<file path="config.mk">
export PLATFORM = sky130hd
export DESIGN_NAME = pixel_reader
export DESIGN_NICKNAME = d
export VERILOG_FILES = /design/src/rtl/pixel_pkg.sv /design/src/rtl/sync_fifo.sv /design/src/rtl/pixel_reader.sv
export SDC_FILE = /design/constraint.sdc
export NUM_CORES = 1
export LEC_CHECK = 0
export ABC_AREA = 1
export BUFFER_PORTS_ARGS = -buffer_cell sky130_fd_sc_hd__buf_2
export CORE_ASPECT_RATIO = 1.25
export CORE_MARGIN = 2
export CORE_UTILIZATION = 37
export CTS_CLUSTER_SIZE = 14
export DETAILED_ROUTE_END_ITERATION = 7
export PLACE_DENSITY = 0.52
export SLEW_MARGIN = 20
export SYNTH_ARGS = -nofsm -noshare
export SYNTH_HDL_FRONTEND = slang
export SYNTH_SLANG_ARGS = --single-unit
</file>
<file path="constraint.sdc">
create_clock -name clk -period 2.2 [get_ports clk]
set_clock_uncertainty 0.05 [all_clocks]
set_input_delay 0.44 -clock clk [delete_from_list [all_inputs] [get_ports clk]]
set_output_delay 0.44 -clock clk [all_outputs]
set_load 0.1 [all_outputs]
</file>
<file path="src/rtl/pixel_pkg.sv">
// Shared types for the pixel_reader scan-out path.
// Defining PIXEL_READER_COORD_EN adds x/y coordinates to every FIFO entry.
package pixel_pkg;

  typedef enum logic [1:0] {
    PR_IDLE  = 2'd0,
    PR_FETCH = 2'd1,
    PR_DRAIN = 2'd2
  } pr_state_e;

  typedef logic [7:0] pixel_t;

  // Coordinates travel at a fixed width and are trimmed at the output ports.
  localparam int COORD_W = 16;

  typedef struct packed {
    pixel_t pixel;
    logic   last;
`ifdef PIXEL_READER_COORD_EN
    logic [COORD_W-1:0] x;
    logic [COORD_W-1:0] y;
`endif
  } fifo_entry_t;

  function automatic int coord_bits(input int n);
    return (n > 1) ? $clog2(n) : 1;
  endfunction

endpackage

</file>
<file path="src/rtl/sync_fifo.sv">
// Single-clock FIFO with occupancy count; simultaneous push and pop on a full
// FIFO is accepted and leaves the count unchanged.
module sync_fifo #(
  parameter int WIDTH = 8,
  parameter int DEPTH = 4
) (
  input  logic                   clk,
  input  logic                   reset,
  input  logic                   push,
  input  logic [WIDTH-1:0]       wdata,
  input  logic                   pop,
  output logic [WIDTH-1:0]       rdata,
  output logic [$clog2(DEPTH):0] count,
  output logic                   full,
  output logic                   empty
);

  localparam int AW = $clog2(DEPTH);
  localparam int CW = AW + 1;

  logic [WIDTH-1:0] mem [DEPTH];
  logic [AW-1:0]    wr_ptr;
  logic [AW-1:0]    rd_ptr;
  logic             do_push;
  logic             do_pop;

  assign full    = (count == CW'(DEPTH));
  assign empty   = (count == '0);
  assign do_pop  = pop & ~empty;
  assign do_push = push & (~full | do_pop);
  assign rdata   = mem[rd_ptr];

  always_ff @(posedge clk) begin
    if (reset) begin
      wr_ptr <= '0;
      rd_ptr <= '0;
      count  <= '0;
    end else begin
      if (do_push) wr_ptr <= wr_ptr + 1'b1;
      if (do_pop)  rd_ptr <= rd_ptr + 1'b1;
      count <= count + CW'(do_push) - CW'(do_pop);
    end
  end

  always_ff @(posedge clk) begin
    if (do_push) mem[wr_ptr] <= wdata;
  end

endmodule

</file>
<file path="src/rtl/pixel_reader.sv">
// Scans a rectangular image out of data memory over the pixel port and streams
// it downstream; optional macro PIXEL_READER_COORD_EN adds out_x/out_y.
module pixel_reader
  import pixel_pkg::*;
#(
  parameter int               WIDTH      = 32,
  parameter logic [WIDTH-1:0] BASE_ADDR  = '0,
  parameter int               IMG_W      = 320,
  parameter int               IMG_H      = 320,
  parameter int               FIFO_DEPTH = 4
) (
  input  logic             clk,
  input  logic             reset,
  input  logic             start,
  output logic [WIDTH-1:0] pixel_address,
  input  logic [7:0]       pixel,
  output logic [7:0]       out_pixel,
  output logic             out_valid,
  input  logic             out_ready,
  output logic             out_last,
`ifdef PIXEL_READER_COORD_EN
  output logic [coord_bits(IMG_W)-1:0] out_x,
  output logic [coord_bits(IMG_H)-1:0] out_y,
`endif
  output logic             busy,
  output logic             done
);

  localparam int N_PIX = IMG_W * IMG_H;
  localparam int IDX_W = $clog2(N_PIX + 1);
  localparam int CW    = $clog2(FIFO_DEPTH) + 1;
  localparam logic [IDX_W-1:0] LAST_IDX = IDX_W'(N_PIX - 1);
  localparam logic [CW-1:0]    DEPTH_C  = CW'(FIFO_DEPTH);

  pr_state_e        state;
  logic [IDX_W-1:0] idx_p0;
  logic             is_last_p0;
  logic             credit;
  logic             issue;
  logic             accept;
  logic             vld_p1;
  logic             last_p1;
  logic [CW-1:0]    fifo_count;
  logic             fifo_full;
  logic             fifo_empty;
  fifo_entry_t      push_entry;
  fifo_entry_t      head_entry;

`ifdef PIXEL_READER_COORD_EN
  localparam int XW = coord_bits(IMG_W);
  localparam int YW = coord_bits(IMG_H);
  logic [XW-1:0] x_p0;
  logic [YW-1:0] y_p0;
  logic [XW-1:0] x_p1;
  logic [YW-1:0] y_p1;
`endif

  // The read in flight counts against the FIFO so its return always has a slot.
  assign is_last_p0 = (idx_p0 == LAST_IDX);
  assign credit     = ~fifo_full && ((fifo_count + CW'(vld_p1)) < DEPTH_C);
  assign issue      = ((state == PR_IDLE) && start) || ((state == PR_FETCH) && credit);
  assign accept     = out_valid & out_ready;
  assign busy       = (state != PR_IDLE) | done;

  // Stage p0: address issue and scan control
  always_ff @(posedge clk) begin
    if (reset) begin
      state         <= PR_IDLE;
      idx_p0        <= '0;
      vld_p1        <= 1'b0;
      pixel_address <= BASE_ADDR;
      done          <= 1'b0;
`ifdef PIXEL_READER_COORD_EN
      x_p0          <= '0;
      y_p0          <= '0;
`endif
    end else begin
      done   <= 1'b0;
      vld_p1 <= issue;
      if (issue) begin
        pixel_address <= BASE_ADDR + WIDTH'(idx_p0);
        idx_p0        <= idx_p0 + 1'b1;
`ifdef PIXEL_READER_COORD_EN
        if (x_p0 == XW'(IMG_W - 1)) begin
          x_p0 <= '0;
          y_p0 <= y_p0 + 1'b1;
        end else begin
          x_p0 <= x_p0 + 1'b1;
        end
`endif
      end
      case (state)
        PR_IDLE: begin
          if (start) state <= is_last_p0 ? PR_DRAIN : PR_FETCH;
        end
        PR_FETCH: begin
          if (issue && is_last_p0) state <= PR_DRAIN;
        end
        PR_DRAIN: begin
          if (accept && out_last) begin
            state  <= PR_IDLE;
            done   <= 1'b1;
            idx_p0 <= '0;
`ifdef PIXEL_READER_COORD_EN
            x_p0   <= '0;
            y_p0   <= '0;
`endif
          end
        end
        default: state <= PR_IDLE;
      endcase
    end
  end

  // Stage p1: tag the read in flight; its byte arrives on the pixel port
  always_ff @(posedge clk) begin
    if (issue) begin
      last_p1 <= is_last_p0;
`ifdef PIXEL_READER_COORD_EN
      x_p1    <= x_p0;
      y_p1    <= y_p0;
`endif
    end
  end

  always_comb begin
    push_entry       = '0;
    push_entry.pixel = pixel;
    push_entry.last  = last_p1;
`ifdef PIXEL_READER_COORD_EN
    push_entry.x     = COORD_W'(x_p1);
    push_entry.y     = COORD_W'(y_p1);
`endif
  end

  sync_fifo #(
    .WIDTH($bits(fifo_entry_t)),
    .DEPTH(FIFO_DEPTH)
  ) u_fifo (
    .clk  (clk),
    .reset(reset),
    .push (vld_p1),
    .wdata(push_entry),
    .pop  (accept),
    .rdata(head_entry),
    .count(fifo_count),
    .full (fifo_full),
    .empty(fifo_empty)
  );

  // Stage p2: FIFO head; outputs forced to zero while nothing is buffered
  assign out_valid = ~fifo_empty;
  assign out_pixel = fifo_empty ? '0 : head_entry.pixel;
  assign out_last  = ~fifo_empty & head_entry.last;
`ifdef PIXEL_READER_COORD_EN
  assign out_x     = fifo_empty ? '0 : head_entry.x[XW-1:0];
  assign out_y     = fifo_empty ? '0 : head_entry.y[YW-1:0];
`endif

endmodule

</file>
### Word level (Yosys, flattened, before mapping)

Memory sizes are Yosys's and may differ from the RTL's. A register that Yosys moved wholly into a read port is not among the register bits.
Index checks and enable logic that the tools add are counted.

| cells by class | value |
|---|---|
| eq/ne operators | 7 |
| $lt $le $gt $ge | 1 |
| multiplexer cells | 14 |
| bitwise logic cells | 9 |
| add/subtract/negate cells | 6 |
| reductions and logical operators | 11 |

Operators with widths:

| cell | number |
|---|---|
| $mux W17 | 3 |
| $add A17 B1 Y17 const B | 1 |
| $eq A17 B17 Y1 const B | 1 |
| $mux W2 | 6 |
| $mux W8 | 1 |
| $add A3 B1 Y3 | 2 |
| $pmux W2 S3 | 1 |
| $logic_and A1 B1 Y1 | 5 |
| $add A2 B1 Y2 const B | 2 |
| $and A1 B1 Y1 | 4 |
| $ne A2 B2 Y1 const B | 2 |
| $eq A3 B3 Y1 const B | 1 |
| $logic_not A3 Y1 | 1 |
| $lt A3 B3 Y1 const B | 1 |
| $mux W1 | 3 |
| $not A1 Y1 | 3 |
| $reduce_and A3 Y1 | 1 |
| $sub A3 B1 Y3 | 1 |
| $eq A2 B1 Y1 const B | 1 |
| $eq A2 B2 Y1 const B | 1 |
| $logic_not A2 Y1 | 1 |
| $ne A2 B1 Y1 const B | 1 |
| $or A1 B1 Y1 | 2 |
| $reduce_bool A2 Y1 | 1 |
| 2 further kinds | 2 |

| storage, ports and cells | value |
|---|---|
| output and inout port bits | 44 |
| memories | 1 |
| bits in registers | 46 |
| bits of input ports | 12 |
| logic and storage cells | 58 |
| RAM bits | 36 |

Memory list:

| name | words | width | read ports | clocked after memory_dff | write ports | RTL line | text |
|---|---|---|---|---|---|---|---|
| u_fifo.mem | 4 | 9 | 1 | 1 | 1 | sync_fifo.sv:21 | `logic [WIDTH-1:0] mem [DEPTH];` |

### Longest topological paths before layout

Gate-level depths: netlist of run 1.

| depth | value |
|---|---|
| depth in word-level cells | 8 |
| depth in mapped cells | 12 |
| mapped depth without buffers | 11 |

### Hierarchy

Synthesis of run 1 repeated with hierarchy kept, for this count alone.

| second synthesis, totals | value |
|---|---|
| cells, all modules | 449 |
| area, all modules | 3883.7 um2 |

Modules (own cells, without submodules):

| module | cells an instance | seq. area each (um2) | area an instance (um2) | instances |
|---|---|---|---|---|
| pixel_reader | 294 | 790.8 | 2038.2 | 1 |
| sync_fifo | 155 | 1261.2 | 1845.5 | 1 |

### Worst setup path before layout of run 1

No wires, ideal clock.

| path | value |
|---|---|
| path type | flip-flop to output port |
| start | reg with a tool-made name |
| end | out out_pixel[5] |
| data required time | 1710 ps |
| stages on the path, launching flop included | 7 |
| buffers on the path | 2 |
| slack | -712 ps |
| data arrival time | 2422 ps |
| cells stage by stage | dfxtp_1 > buf_4 > clkbuf_1 > nor2_1 > nor2_1 > o21ai_0 > a21oi_1 |

RTL lines:

| item | RTL line | text |
|---|---|---|
| end, declared | pixel_reader.sv:17 | `output logic [7:0] out_pixel,` |

==> results.ini, run 1 <==
[final_layout]
utilization=0.462
fill_cells=1006
area_growth_syn_to_layout_pct=22.3
n_antenna_cell=0
nets=499
layout-drive-gt1-share=0.207

[power]
p_leak_nw=1.79
combPwrFrac=0.431
p_int_mw=3.43
power_mw=5.94
p_per_area_mw_per_mm2=1280
netSwitchingPower_mw=2.51
p_seq_frac=0.314
clockPowerShare=0.255
swShare=0.423
max-vdd-ir-drop_v=0.000398

[floorplan]
dieArea_mm2=0.0110
die_w_um=94.4
io_pins=56
die-height_um=117
coreArea_mm2=0.0100
initial_core_util=0.378
rows=41

[routing]
wire_per_inst_um=13.0
drcViolationCount=0
via_per_inst=4.65
drt_iter0_drc=59
drtAntennaViolNets=0
drt_first_pass_iters=4
wirelength_mm=7.95
routed-via-count=2848

[grt]
grt_max_degree=20
antenna_found_initial=0
met3_usage=0.0416
grt_pass1_wl_mm=13.4
grt_overflow=0
met2_usage=0.293
groute.layer.met1.usage=0.179
grt_most_used_layer=met2
grt_pass1_vias=2772
grt_usage=0.159

[worst_setup_path]
arrival_ns=1.57
path_buf_inv=2
cp_top_family=flip-flops
crit_path_top_delay_cell=dfxtp_2
critPathMaxStageDelay_ns=0.43
crit_type=flip-flop to output port
cp-end-kind=output port
crit_path_cell_trace=buf_12 -> nor2_1 -> nor2_1 -> o21ai_0 -> a21oi_4 -> buf_12
rr_startpoint=u_fifo.count[2]$_SDFF_PP0_
crit_fanout=12
required_ns=1.71
startpoint_type=flip-flop

[cts]
h-tree-depth=3
cts_tree=built
cts_setup_buffers=0
cts_sinks=84
clk_latency_ns=0.33
cts_made_buffers=9
clkSlewWorstSetupHoldPaths_ns=0.06
clockRootBuffer=clkbuf_16
clockBufferDepth=2

[placed_design]
io_buffer_count=40
dp_hpwl_mm=5.83
place_congestion=0.841

[sta]
fin_crit_ns=2.06
hold_ws_ns=0.273
drv_slew=0
fin_crit_sh=0.937
hold_viol_final=0
fmax_mhz=485
rsz0062_at_grt=false
setup_violations=0

[run_status]
status=finished, final reports clean

[synth]
ys_ff_latch=84
yosys_warnings=0
syn_area_mm2=0.00378
synth_cell_types=30
postSynthAreaPerCell_um2=8.79
ys_seq_area_frac=0.543
syn-instance-count=430

[min_path]
worstHoldStart=pixel[5]
hold_path_class=input pin to flip-flop

[flow_run]
drv_cap=0

==> routing by layer <==
metal  part of all wire  routed length [um]
met2               0.53                4220
met5                  0                   0
met1               0.43                3390
met3              0.033                 261
met4             0.0097                  77
==> synthesized netlist by cell type <==
library cell  instances  area share
nor2_1               71       0.071
nand2_1              63       0.063
dfxtp_1              47        0.25
o21ai_0              42       0.056
inv_1                41       0.041
edfxtp_1             37        0.29
a21oi_1              36       0.048
buf_4                17       0.034
nand3_1              12       0.016
a21oi_2              10       0.023
nor3_1                9       0.012
ha_1                  7       0.023
clkbuf_1              6      0.0060
buf_2                 4      0.0053
nand4_1               4      0.0066
xor2_1                4      0.0093
buf_6                 3      0.0089
inv_2                 3      0.0030
nand2_2               2      0.0033
nor2_2                2      0.0033
and3_1                1      0.0017
conb_1                1     0.00099
fa_1                  1      0.0053
inv_4                 1      0.0017
nand3_2               1      0.0026
nor3_2                1      0.0026
o21ai_4               1      0.0043
o31ai_2               1      0.0033
or2_0                 1      0.0017
xnor2_1               1      0.0023
==> worst reg2reg max path: stages, from the launching register on <==
cell and delay, ns:
dfxtp_1 0.34, nor3_2 0.24, nor2_2 0.06, ha_1 0.27, inv_1 0.04, ha_1 0.18
fa_1 0.38, xor2_1 0.17, nor2_1 0.05
==> metrics by stage <==
stage          setup WS (ns)  setup TNS (ns)  std cells  cell area, um^2
6_report               0.139               0        613             4620
5_1_grt               0.0247               0        613             4620
4_1_cts              -0.0169         -0.0439        613             4620
3_5_place_dp           0.281               0        597             4320
3_3_place_gp           0.313               0        597             4320
2_1_floorplan         -0.152          -0.573        444             3900
==> final timing paths <==
path / depth (start not counted) / slack, ns / to
worst max-delay path: 6 / 0.14 / out_pixel[2]
worst min-delay path: 1 / 0.27 / u_fifo.mem[3][6]$_DFFE_PP_
worst max register to register: 8 / 0.32 / u_fifo.count[2]$_SDFF_PP0_
worst min register to register: 2 / 0.42 / flip-flop
==> power groups by stage <==
stage	Clock (mW)	Combinational (mW)	Sequential, mW
3_3_place_gp	0	2.56	1.89
3_5_place_dp	0	2.58	1.90
2_1_floorplan	0	1.63	2.14
5_1_grt	1.62	2.72	1.88
6_report	1.51	2.56	1.86
4_1_cts	1.55	2.58	1.86
==> cells by family after synthesis <==
kind of cell,synth area share
compound gates,0.134
fa+ha+maj,0.0285
simple gates,0.183
xor+xnor,0.0116
buf+inv,0.0993
flops,0.543
other cells,0.000992
==> area by class of cell <==
cell class	count	area [um^2]	share of cell area
Tap cell	129	161	0.0349
Timing Repair Buffer	54	453	0.0980
Sequential cell	84	2050	0.445
Multi-Input combinational cell	285	1480	0.321
Clock inverter	2	35.0	0.00758
Clock buffer	14	265	0.0574
Inverter	45	171	0.0371
==> cell usage in the layout (no fill, tap or decap), types with 3 or more instances in the layout <==
| cell type | Yosys | routed |
|---|---|---|
| a21oi_1 | 36 | 27 |
| a21oi_2 | 10 | 14 |
| a21oi_4 | 0 | 5 |
| buf_12 | 0 | 10 |
| buf_2 | 4 | 31 |
| buf_4 | 17 | 13 |
| clkbuf_1 | 6 | 4 |
| clkbuf_16 | 0 | 10 |
| conb_1 | 1 | 15 |
| dfxtp_1 | 47 | 45 |
| edfxtp_1 | 37 | 37 |
| ha_1 | 7 | 7 |
| inv_1 | 41 | 41 |
| inv_2 | 3 | 3 |
| nand2_1 | 63 | 63 |
| nand3_1 | 12 | 12 |
| nand4_1 | 4 | 4 |
| nor2_1 | 71 | 71 |
| nor3_1 | 9 | 8 |
| o21ai_0 | 42 | 37 |
| o21ai_1 | 0 | 5 |
| xor2_1 | 4 | 4 |
==> sequential cells by signal, summed over array words and instances (netlist names), named ones only <==
signal,flops
done,1
u_fifo.count,3
last_p1,1
state,2
u_fifo.mem,36
pixel_address,17
vld_p1,1
idx_p0,17
u_fifo.rd_ptr,2
u_fifo.wr_ptr,2
==> what timing repair did <==
action                     in CTS  in global routing
cloned                          0                  0
resized for setup               3                  4
setup endpoints to repair       7                  9
hold buffers                    0                  0
(Power assumes the default switching activity.)
==> inputs of run 2 (changes only) <==
--- a/config.mk
+++ b/config.mk
@@ -13,6 +13,7 @@
 export CTS_CLUSTER_SIZE = 14
 export DETAILED_ROUTE_END_ITERATION = 7
 export PLACE_DENSITY = 0.52
+export SETUP_SLACK_MARGIN = 0.4
 export SLEW_MARGIN = 20
 export SYNTH_ARGS = -nofsm -noshare
 export SYNTH_HDL_FRONTEND = slang
==> run 2 against run 1 <==
  * Cell count increased by 0.82%
  * Non-clock buffer count increased by 5
  * Setup slack gained 0.065 ns
  * Highest routed layer unchanged
  * Largest power group unchanged
==> results.ini, run 2 (synthesis gave the netlist of run 1 again) <==
[final_layout]
final_common_cell=nand2_1
nets=504  ; +1.0%
largest_reg_flops=36  ; unchanged
layout-drive-gt1-share=0.301  ; +0.0940
largestRegisters=u_fifo.mem (36), idx_p0 (17), pixel_address (17)
fin_cells=618  ; +0.82%
area_growth_syn_to_layout_pct=29.4
n_antenna_cell=0  ; unchanged
regMostFlops=u_fifo.mem
utilization=0.489  ; +0.0269
fill_cells=956  ; -5.0%
most-common-layout-cells=61 x nand2_1, 51 x nor2_1, 41 x dfxtp_1

[grt]
grt_max_degree=24  ; +20%
grt_overflow=0  ; unchanged
grt_pass1_wl_mm=13.5  ; +1.2%
grt_pass1_vias=2786  ; +0.51%
grt_usage=0.161  ; +0.00159
antenna_found_initial=0  ; unchanged

[placed_design]
io_buffer_count=40  ; unchanged
place_inst=592  ; -0.84%
dp_hpwl_mm=5.77  ; -0.94%
place_congestion=0.782  ; -7.0%

[cts]
clk_latency_ns=0.33  ; about the same
clockRootBuffer=clkbuf_16
clockBufferDepth=2  ; unchanged
cts_tree=built
clkSlewWorstSetupHoldPaths_ns=0.06  ; about the same
cts_hold_buffers=0  ; unchanged
cts_made_buffers=9  ; unchanged
h-tree-depth=3  ; unchanged
cts_sinks=84  ; unchanged

[floorplan]
die-height_um=117  ; unchanged
coreArea_mm2=0.0100  ; unchanged
dieArea_mm2=0.0110  ; unchanged
die_w_um=94.4  ; unchanged
initial_core_util=0.378  ; unchanged
rows=41  ; unchanged
io_pins=56  ; unchanged

[worst_setup_path]
cpMostUsedCell=nor2_1
crit_type=flip-flop to output port
cp-end-kind=output port
required_ns=1.71  ; about the same
critPathMaxStageDelay_ns=0.41  ; -0.02 ns
crit_fanout=7  ; -5
crit_path_cell_trace=buf_8 -> nor2_1 -> nor2_1 -> o21ai_2 -> a21oi_4 -> buf_12
startpoint_type=flip-flop
arrival_ns=1.51  ; -0.06 ns
crit_path_top_delay_cell=dfxtp_4

[sta]
fin_crit_ns=2.00  ; -0.0651 ns
drv_slew=0  ; unchanged
hold_viol_final=0  ; unchanged
worst_pin_slew_ns=0.548
hold_ws_ns=0.284  ; +0.0110 ns
fmax_mhz=501  ; +3.3%
setup_violations=0  ; unchanged
fin_crit_sh=0.907  ; -0.0296
maxSlewHeadroom=0.634
setup_tns_ns=0  ; unchanged
rsz0062_at_grt=true

[routing]
via_per_inst=4.70  ; +1.2%
wire_per_inst_um=13.5  ; +3.7%
drcViolationCount=0  ; unchanged
drtAntennaViolNets=0  ; unchanged
routed-via-count=2905  ; +2.0%
wirelength_mm=8.31  ; +4.6%
drt_iter0_drc=102  ; +73%
drt_first_pass_iters=4  ; unchanged

[power]
p_leak_nw=1.84  ; +2.8%
p_per_area_mw_per_mm2=1290  ; +0.43%
p_seq_frac=0.297  ; -0.017
clockPowerShare=0.212  ; -0.043
max-vdd-ir-drop_v=0.000431  ; +8.3%
p_int_mw=3.58  ; +4.4%
swShare=0.433  ; +0.0104
combPwrFrac=0.491  ; +0.060
netSwitchingPower_mw=2.73  ; +8.9%

[flow_run]
drv_cap=0  ; unchanged

[min_path]
hold_path_class=input pin to flip-flop

[run_status]
status=finished, final reports clean

run 2: through the flow:
step / total power [mW] / worst slack, ns / cell area [um^2]
6_report: 6.31 / 0.204 / 4890
5_1_grt: 6.60 / 0.128 / 4890
4_1_cts: 6.05 / 0.207 / 4680
3_5_place_dp: 4.57 / 0.210 / 4340
3_3_place_gp: 4.54 / 0.246 / 4340
2_1_floorplan: 3.91 / 0.305 / 4000
run 2: what timing repair did:
| action | 4_1_cts | 5_1_grt |
|---|---|---|
| resized for setup | 25 | 45 |
| endpoints found under the setup margin | 48 | 56 |
| buffers inserted | 3 | 6 |
| cloned | 1 | 0 |
| pin swaps | 6 | 19 |
run 2: layout make-up:
| class | count | area, um^2 | area share |
|---|---|---|---|
| inverter | 45 | 184 | 0.0376 |
| sequential | 84 | 2070 | 0.423 |
| timing repair buffer | 59 | 566 | 0.116 |
| multi-input combinational | 285 | 1650 | 0.338 |
| clock buffer | 11 | 233 | 0.0476 |
| tap | 129 | 161 | 0.0330 |
| clock inverter | 5 | 28.8 | 0.00588 |
run 2: path summary, 6_finish.rpt:
check        slack (ns)  cells after the start                         end                     startpoint
min                0.28                      1  u_fifo.mem[2][1]$_DFFE_PP_                       pixel[0]
min reg2reg        0.41                      2                   flip-flop  u_fifo.rd_ptr[1]$_SDFFE_PP0P_
max reg2reg        0.30                      9  u_fifo.count[1]$_SDFF_PP0_     u_fifo.count[1]$_SDFF_PP0_
max                0.20                      6                out_pixel[5]                      flip-flop
run 2: power by group through the flow:
stage                     Combinational (mW)  Clock [mW]  Sequential, mW
final                                   3.10        1.34            1.87
after floorplan                         1.76           0            2.15
after detailed placement                2.68           0            1.89
after global placement                  2.65           0            1.89
after CTS                               2.80        1.38            1.87
after global routing                    3.27        1.44            1.89
run 2: metal layers:
metal,track usage,vias up,part of all wire
met4,0.0667,0,0.019
met2,0.291,57,0.52
met5,0,-,0
met1,0.183,1343,0.42
met3,0.0359,11,0.041
li1,-,1494,-
run 2: worst max-delay path: cells and delay by family, from the launching register on:
| family | cells | cell delay (ns) |
|---|---|---|
| DFF | 1 | 0.41 |
| AOI/OAI and AO/OA | 2 | 0.27 |
| and+or+nand+nor | 2 | 0.16 |
| buffers and inverters | 2 | 0.34 |
==> inputs of run 3 (changes only) <==
--- a/config.mk
+++ b/config.mk
@@ -12,7 +12,6 @@
 export CORE_UTILIZATION = 37
 export CTS_CLUSTER_SIZE = 14
 export DETAILED_ROUTE_END_ITERATION = 7
-export PLACE_DENSITY = 0.52
 export SETUP_SLACK_MARGIN = 0.4
 export SLEW_MARGIN = 20
 export SYNTH_ARGS = -nofsm -noshare
==> run 3 against run 2 <==
  * Maximum frequency down 1.2%
  * Combinational power down 3%
  * Largest cell class unchanged
  * Die area unchanged
  * Cell count up 0.81%
  * Worst hold slack worse by 0.0074 ns
  * Clock-buffer cell count down 2
  * Total power up 4.3%
  * Sequential power about the same
  * Highest routed layer unchanged
==> results.ini, run 3 (synthesis gave the netlist of run 1 again) <==
[run_status]
status=finished, final reports clean

[cts]
clk_latency_ns=0.33  ; about the same
clkSlewWorstSetupHoldPaths_ns=0.06  ; about the same
clockBufferDepth=2  ; unchanged
h-tree-depth=3  ; unchanged
clockRootBuffer=clkbuf_16
cts_sinks=84  ; unchanged
cts_hold_buffers=0  ; unchanged
cts_made_buffers=9  ; unchanged
cts_tree=built

[floorplan]
initial_core_util=0.378  ; unchanged
dieArea_mm2=0.0110  ; unchanged
rows=41  ; unchanged
coreArea_mm2=0.0100  ; unchanged
die_w_um=94.4  ; unchanged
io_pins=56  ; unchanged
die-height_um=117  ; unchanged

[routing]
drt_first_pass_iters=4  ; unchanged
drt_iter0_drc=156  ; +53%
drtAntennaViolNets=0  ; unchanged
wirelength_mm=8.15  ; -1.9%
routed-via-count=2950  ; +1.5%
wire_per_inst_um=13.1  ; -2.7%
drcViolationCount=0  ; unchanged
via_per_inst=4.74  ; +0.73%

[worst_setup_path]
required_ns=1.71  ; about the same
cpMostUsedCell=nor2_1
crit_fanout=7  ; unchanged
crit_path_top_delay_cell=dfxtp_4
path_buf_inv=2  ; unchanged
cp_top_family=flip-flops
critPathMaxStageDelay_ns=0.43  ; +0.02 ns
arrival_ns=1.53  ; +0.02 ns
startpoint_type=flip-flop
cp-end-kind=output port
crit_path_cell_trace=buf_6 -> nor2_1 -> nor2_1 -> o21ai_1 -> a21oi_4 -> buf_12
crit_type=flip-flop to output port

[placed_design]
place_congestion=0.833  ; +6.5%
dp_hpwl_mm=5.51  ; -4.5%
place_inst=591  ; -0.17%
io_buffer_count=40  ; unchanged

[sta]
maxSlewHeadroom=0.614  ; -0.0201
worst_pin_slew_ns=0.578  ; +0.0302 ns
hold_viol_final=0  ; unchanged
drv_slew=0  ; unchanged
rsz0062_at_grt=true
setup_tns_ns=0  ; unchanged
fin_crit_ns=2.02  ; +0.0245 ns
hold_ws_ns=0.277  ; -0.00744 ns
fin_crit_sh=0.918  ; +0.0112
setup_violations=0  ; unchanged
fmax_mhz=495  ; -1.2%

[grt]
grt_pass1_vias=2706  ; -2.9%
grt_pass1_wl_mm=12.9  ; -4.3%
grt_usage=0.155  ; -0.00601
grt_overflow=0  ; unchanged
grt_max_degree=24  ; unchanged
antenna_found_initial=0  ; unchanged

[power]
max-vdd-ir-drop_v=0.000473  ; +9.7%
power_mw=6.58  ; +4.3%
p_per_area_mw_per_mm2=1340  ; +4.0%
p_leak_nw=1.88  ; +2.2%

[final_layout]
regMostFlops=u_fifo.mem
n_antenna_cell=0  ; unchanged
nets=509  ; +0.99%
largest_reg_flops=36  ; unchanged
layout-drive-gt1-share=0.271  ; -0.0294
largestRegisters=u_fifo.mem (36), idx_p0 (17), pixel_address (17)
utilization=0.490  ; +0.00150
fin_cells=623  ; +0.81%
most-common-layout-cells=62 x nand2_1, 62 x nor2_1, 41 x dfxtp_1
area_growth_syn_to_layout_pct=29.8

[flow_run]
drv_cap=0  ; unchanged

[min_path]
hold_path_class=input pin to flip-flop

[run 3: changes by cell type in the layout (fill, tap and decap cells not counted), sizes merged]
| cell | previous run | this run |
|---|---|---|
| bufinv | 0 | 3 |
| clkbuf | 11 | 9 |
| inv | 43 | 44 |
| clkinvlp | 3 | 1 |
| buf | 59 | 64 |
[run 3: worst reg2reg max path: stages (launching register included)]
cell     delay, ns
dfxtp_4       0.36
nor3_4        0.25
nor2_2        0.07
ha_1          0.29
inv_1         0.04
ha_2          0.16
fa_2          0.52
inv_1         0.04
nor2_1        0.06
[run 3: worst paths after layout]
kind                                      start                          to  slack [ns]  cells past startpoint
hold / removal                         pixel[4]  u_fifo.mem[0][5]$_DFFE_PP_        0.28                      1
setup reg to reg     u_fifo.count[1]$_SDFF_PP0_  u_fifo.count[1]$_SDFF_PP0_        0.28                      8
setup / recovery                      flip-flop                out_pixel[3]        0.18                      6
hold reg to reg   u_fifo.rd_ptr[1]$_SDFFE_PP0P_                   flip-flop        0.41                      2
[run 3: report_power, final]
part	internal [mW]	switching, mW	total, mW	leakage [nW]
combinational	0.993	2.00	3.00	0.986
clock	1.10	0.593	1.70	0.165
sequential	1.78	0.110	1.89	0.725
[run 3: area by class of cell]
cell class / instances / area (um^2)
clock buffer: 9 / 225
clock inverter: 7 / 115
fill: 957 / 5100
inverter: 45 / 183
multi-input combinational: 285 / 1590
sequential: 84 / 2070
tap: 129 / 161
timing repair buffer: 64 / 562
[run 3: per-layer routing]
| layer | vias to the layer above | GRT usage | routed length [um] | share of wire |
|---|---|---|---|---|
| met1 | 1396 | 0.168 | 3360 | 0.41 |
| met2 | 46 | 0.294 | 4440 | 0.54 |
| met5 | - | 0 | 0 | 0 |
| li1 | 1499 | - | - | - |
| met3 | 9 | 0.0333 | 255 | 0.031 |
| met4 | 0 | 0.0580 | 104 | 0.013 |
[run 3: stage by stage]
stage | cell area, um^2 | setup WS, ns
final | 4910 | 0.180
after global routing | 4910 | 0.117
after CTS | 4760 | 0.186
after detailed placement | 4320 | 0.208
after global placement | 4320 | 0.236
after floorplan | 4000 | 0.305
[run 3: what timing repair did]
| action | CTS | global route |
|---|---|---|
| gates cloned | 1 | 0 |
| setup buffers | 7 | 8 |
| endpoints found under the setup margin | 65 | 72 |
| resized for setup | 20 | 28 |
| pin swaps | 6 | 11 |
